<file path="src/rtl/vsync_timing_gen.sv">
// Four-phase vertical frame sequencer (active, front porch, sync, back porch), advanced by lineEnd.
// Define VSYNC_FRAME_COUNTER_EN to add the 16-bit frameCount output.
module vsync_timing_gen #(
  parameter int   busWidth     = 11,
  parameter int   resVertical  = 1080,
  parameter int   frontPorch   = 4,
  parameter int   syncWidth    = 5,
  parameter int   backPorch    = 36,
  parameter logic syncPolarity = 1'b1
) (
  input  logic                clock,
  input  logic                reset,
  input  logic                lineEnd,
  output logic                vSyncPulse,
  output logic                vActive,
  output logic [busWidth-1:0] lineCount,
  output logic                frameStart,
  output logic                frameEnd
`ifdef VSYNC_FRAME_COUNTER_EN
  ,
  output logic [15:0]         frameCount
`endif
);

  localparam int totalLines = resVertical + frontPorch + syncWidth + backPorch;

  // Last phase index of each state; zero-length porches never use theirs.
  localparam logic [busWidth-1:0] activeLast = busWidth'(resVertical - 1);
  localparam logic [busWidth-1:0] frontLast  = busWidth'((frontPorch > 0) ? frontPorch - 1 : 0);
  localparam logic [busWidth-1:0] syncLast   = busWidth'(syncWidth - 1);
  localparam logic [busWidth-1:0] backLast   = busWidth'((backPorch > 0) ? backPorch - 1 : 0);
  localparam logic [busWidth-1:0] totalLast  = busWidth'(totalLines - 1);
  localparam logic [busWidth-1:0] one        = busWidth'(1);

  typedef enum logic [1:0] {
    ACTIVE = 2'd0,
    FRONT  = 2'd1,
    SYNC   = 2'd2,
    BACK   = 2'd3
  } stateType;

  stateType            stateReg, stateNext;
  logic [busWidth-1:0] phaseReg, phaseNext;
  logic [busWidth-1:0] phaseLast;
  logic [busWidth-1:0] lineCountNext;
  logic                vActiveNext, vSyncNext, frameStartNext, frameEndNext;

  always_comb begin
    stateNext      = stateReg;
    phaseNext      = phaseReg;
    lineCountNext  = lineCount;
    frameStartNext = 1'b0;
    frameEndNext   = 1'b0;

    case (stateReg)
      ACTIVE:  phaseLast = activeLast;
      FRONT:   phaseLast = frontLast;
      SYNC:    phaseLast = syncLast;
      BACK:    phaseLast = backLast;
      default: phaseLast = activeLast;
    endcase

    if (lineEnd) begin
      lineCountNext  = (lineCount == totalLast) ? '0 : lineCount + one;
      frameStartNext = (lineCount == totalLast);
      frameEndNext   = (lineCount == activeLast);
      if (phaseReg == phaseLast) begin
        phaseNext = '0;
        case (stateReg)
          ACTIVE:  stateNext = (frontPorch == 0) ? SYNC : FRONT;
          FRONT:   stateNext = SYNC;
          SYNC:    stateNext = (backPorch == 0) ? ACTIVE : BACK;
          BACK:    stateNext = ACTIVE;
          default: stateNext = ACTIVE;
        endcase
      end else begin
        phaseNext = phaseReg + one;
      end
    end

    // Outputs come from the next state so they land on the same edge as the line change.
    vActiveNext = (stateNext == ACTIVE);
    vSyncNext   = (stateNext == SYNC) ? syncPolarity : ~syncPolarity;
  end

  always_ff @(posedge clock) begin
    if (reset) begin
      stateReg   <= ACTIVE;
      phaseReg   <= '0;
      lineCount  <= '0;
      vActive    <= 1'b1;
      vSyncPulse <= ~syncPolarity;
      frameStart <= 1'b0;
      frameEnd   <= 1'b0;
    end else begin
      stateReg   <= stateNext;
      phaseReg   <= phaseNext;
      lineCount  <= lineCountNext;
      vActive    <= vActiveNext;
      vSyncPulse <= vSyncNext;
      frameStart <= frameStartNext;
      frameEnd   <= frameEndNext;
    end
  end

`ifdef VSYNC_FRAME_COUNTER_EN
  always_ff @(posedge clock) begin
    if (reset) begin
      frameCount <= 16'd0;
    end else if (frameStartNext) begin
      frameCount <= frameCount + 16'd1;
    end
  end
`endif

endmodule

</file>
<file path="config.mk">
export PLATFORM = sky130hd
export DESIGN_NAME = vsync_timing_gen
export DESIGN_NICKNAME = d
export VERILOG_FILES = /design/src/rtl/vsync_timing_gen.sv
export SDC_FILE = /design/constraint.sdc
export NUM_CORES = 1
export LEC_CHECK = 0
export BUFFER_PORTS_ARGS = -buffer_cell sky130_fd_sc_hd__buf_2
export CAP_MARGIN = 5
export CORE_MARGIN = 3
export CORE_UTILIZATION = 56
export DETAILED_ROUTE_END_ITERATION = 10
export GPL_ROUTABILITY_DRIVEN = 0
export HOLD_SLACK_MARGIN = 0.08
export PLACE_DENSITY = 0.8
export SLEW_MARGIN = 10
export SYNTH_ARGS = -nofsm -noshare
export SYNTH_HDL_FRONTEND = slang
export SYNTH_SLANG_ARGS = --single-unit
</file>
<file path="constraint.sdc">
create_clock -name clock -period 4.4 [get_ports clock]
set_input_delay 0 -clock clock [delete_from_list [all_inputs] [get_ports clock]]
set_output_delay 0 -clock clock [all_outputs]
set_load 0.02 [all_outputs]
</file>
==> impl_metrics.csv <==
group,metric,value,unit
floorplan,die-width,55.1,um
worst_hold_path,timing.hold.worst.class,"in2reg",
clocking,post-cts-setup-buffers,0,
clocking,post_cts_resize_count,0,
grt,grt_first_pass_wirelength,4240,um
floorplan,die_area,3040,um^2
timing,worst_tran_pin_value,811,ps
outcome,run_status,"finished, final reports clean",
layout,antenna_diode_instance_count,0,
layout,final_nets,177,
clocking,cts_hold_repair.buffers,3,
worst_hold_path,whs_endpoint,"frameStart$_SDFF_PP0_",
timing,timing.slew.headroom,45.6,%
clocking,cts_max_path_buffers,2,
timing,period_utilization_post_route,51.3,%
placed_design,detailed_place_hpwl,1810,um
placed_design,port_bufs,17,
logic_synthesis,synth-async-reset-ratio,0,%
detailed_routing,remaining_drc_errors,0,
timing,timing_max_transition_violations_final,0,
job,cap_violations,0,
floorplan,core-area,2250,um^2
worst_setup_path,worst_setup_path_end_kind,"register",
logic_synthesis,syn-cell-area,1350,um^2
grt,total_routing_usage_reported_by_global_routing,19.6,%
worst_setup_path,critical_path.reg2reg.endpoint,"phaseReg[8]$_SDFFE_PP0P_",
worst_setup_path,worstSetupStartpointType,"register",
layout,drive_gt1_share,13.9,%
layout,areaGrowthSynthToFinish,10.5,%
grt,globalRouteOverflowTotal,0,
floorplan,pin_count,18,
detailed_routing,ant_nets,0,
timing,setup_tns,0,ps
logic_synthesis,synth_cell_types,32,
floorplan,die_height,55.1,um
worst_setup_path,reg2reg_depth,6,
worst_setup_path,cp_data_required_time,4600,ps
clocking,htreeDepth,1,
timing,hold_violations,0,
layout,final_common_cell,"sky130_fd_sc_hd__dfxtp_1",
timing,report.final.setup_viol,0,
worst_setup_path,register_to_register_setup_slack,2140,ps
logic_synthesis,synth_enable_flop_cells,0,
layout,layout.cells.non_filler,194,
detailed_routing,route.detailed.wl_per_inst,12.9,um
timing,layout_min_cycle_time,2260,ps
power_and_ir_drop,power,0.394,mW
worst_hold_path,min-delay-start,"reset",
logic_synthesis,synth.avg_cell_area,9.14,um^2
detailed_routing,vias,1076,
logic_synthesis,syn-num-nets,157,
worst_setup_path,timing.critical_path.arrival,2450,ps
detailed_routing,routed_via_density,5.55,
clocking,clock_insertion_delay_worst_skew,320,ps
floorplan,initial_utilization,60.0,%
logic_synthesis,synth-seq-area-share,41.4,%
clocking,clkSinkCount,28,
worst_hold_path,min_path_cells,3,
floorplan,placement_rows,17,
clocking,cts_root_buffer,"sky130_fd_sc_hd__clkbuf_4",
logic_synthesis,ys.warnings.count,0,
detailed_routing,routed_wirelength,2500,um
logic_synthesis,synthesis.instances,148,
clocking,cts_inserted_buffers,3,
placed_design,post_place_cells,188,
timing,rsz0062_at_grt,"false",
detailed_routing,firstDrtPassIters,4,
power_and_ir_drop,static-leakage-power,0.592,nW
timing,fmax,443,MHz
worst_setup_path,crit_type,"reg2reg",
grt,grt_max_degree,15,
power_and_ir_drop,power.density_cell_area,264,nW/um^2
worst_setup_path,cp_max_fo,11,
clocking,cts_tree,"yes",
grt,antenna_violations_before_repair,0,
layout,layout.cells.most_common_list,"sky130_fd_sc_hd__dfxtp_1, sky130_fd_sc_hd__nor2_1, sky130_fd_sc_hd__buf_2",
detailed_routing,drt_first_iter_violations,36,
power_and_ir_drop,power.ir.vdd_worst,0.232,mV
logic_synthesis,most_common_flop_cell_mapped_by_yosys,"sky130_fd_sc_hd__dfxtp_1",
grt,number_of_global_route_vias_before_repair,958,
clocking,clkTransAtPathRegs,140,ps
timing,clock-skew-final,0.880,ps
logic_synthesis,synth-seq-cells,28,
final cells by class:
cell class                 count  area (um^2)
fill                         201          761
multi-input combinational    107          731
sequential                    28          561
timing repair buffer          20          115
tap                           28         35.0
inverter                       8         30.0
clock buffer                   3         22.5
sequential cells by signal, summed over array words and instances (netlist names), named ones only:
register    cells
stateReg        1
frameEnd        1
phaseReg       11
lineCount      11
frameStart      1
vSyncPulse      1
vActive         1
Yosys cell counts, drive strengths merged (2+ instances only):
cell   count  area, um^2
dfxtp     28         561
nor2      25        93.8
xnor2     11        96.3
xor2      11        96.3
nand4      9        56.3
inv        8        30.0
nand2      8        30.0
nor3       8        51.3
ha         6        75.1
mux2i      5        50.1
buf        4        27.5
and4       3        26.3
nand3      3        15.0
and3       2        12.5
nor4       2        12.5
nor4b      2        17.5
o21ai      2        10.0
per-stage QoR:
stage	worst slack (ps)	cell area [um^2]	hold WS, ps	util (%)
global route	1990	1490	463	66.3
floorplan	2520	1350	77.1	-
CTS	2170	1490	432	66.3
global placement	2280	1440	252	63.9
detailed placement	2190	1440	253	63.9
finish	2140	1490	439	66.3
critical path, stage by stage (launching register included):
cell                      delay, ps
sky130_fd_sc_hd__dfxtp_1        370
sky130_fd_sc_hd__inv_1           90
sky130_fd_sc_hd__ha_1           250
sky130_fd_sc_hd__xor2_1         150
sky130_fd_sc_hd__o41a_1         380
sky130_fd_sc_hd__o31ai_2        740
sky130_fd_sc_hd__nor2_1         130
routing by layer:
layer  up-vias  routed length [um]  global-route usage [%]
met5         -                   0                       0
met4         0                  43                    7.29
met3         7                 132                    5.63
met2        27                1160                    30.9
met1       502                1170                    25.2
li1        540                   -                       -
worst max-delay path by stage:
stage / startpoint / to / slack [ps] / cells past startpoint
floorplan: register / vSyncPulse$_SDFF_PP0_ / 2520 / 6
global placement: register / phaseReg[3]$_SDFFE_PP0P_ / 2280 / 6
detailed placement: register / phaseReg[8]$_SDFFE_PP0P_ / 2190 / 6
CTS: register / phaseReg[8]$_SDFFE_PP0P_ / 2170 / 6
global route: register / phaseReg[10]$_SDFFE_PP0P_ / 1990 / 6
finish: register / phaseReg[8]$_SDFFE_PP0P_ / 2140 / 6
cell families (layout without fill, tap and decap cells):
| group | count (synthesis) | count (layout) | share of synthesized area (%) |
|---|---|---|---|
| AOI/OAI and AO/OA | 6 | 6 | 3.42 |
| DFF | 28 | 28 | 41.4 |
| adders and majority gates | 6 | 6 | 5.55 |
| muxes | 6 | 6 | 4.81 |
| buffers and inverters | 13 | 31 | 4.53 |
| and+or+nand+nor | 67 | 67 | 26.0 |
| xor gates and xnor gates | 22 | 22 | 14.2 |
power by group:
group / internal [mW] / switching [mW]
clock network: 0.0322 / 0.0713
logic: 0.0107 / 0.0160
registers: 0.258 / 0.00600
total: 0.300 / 0.0933
No activity file was read; power rests on OpenSTA's default activity.
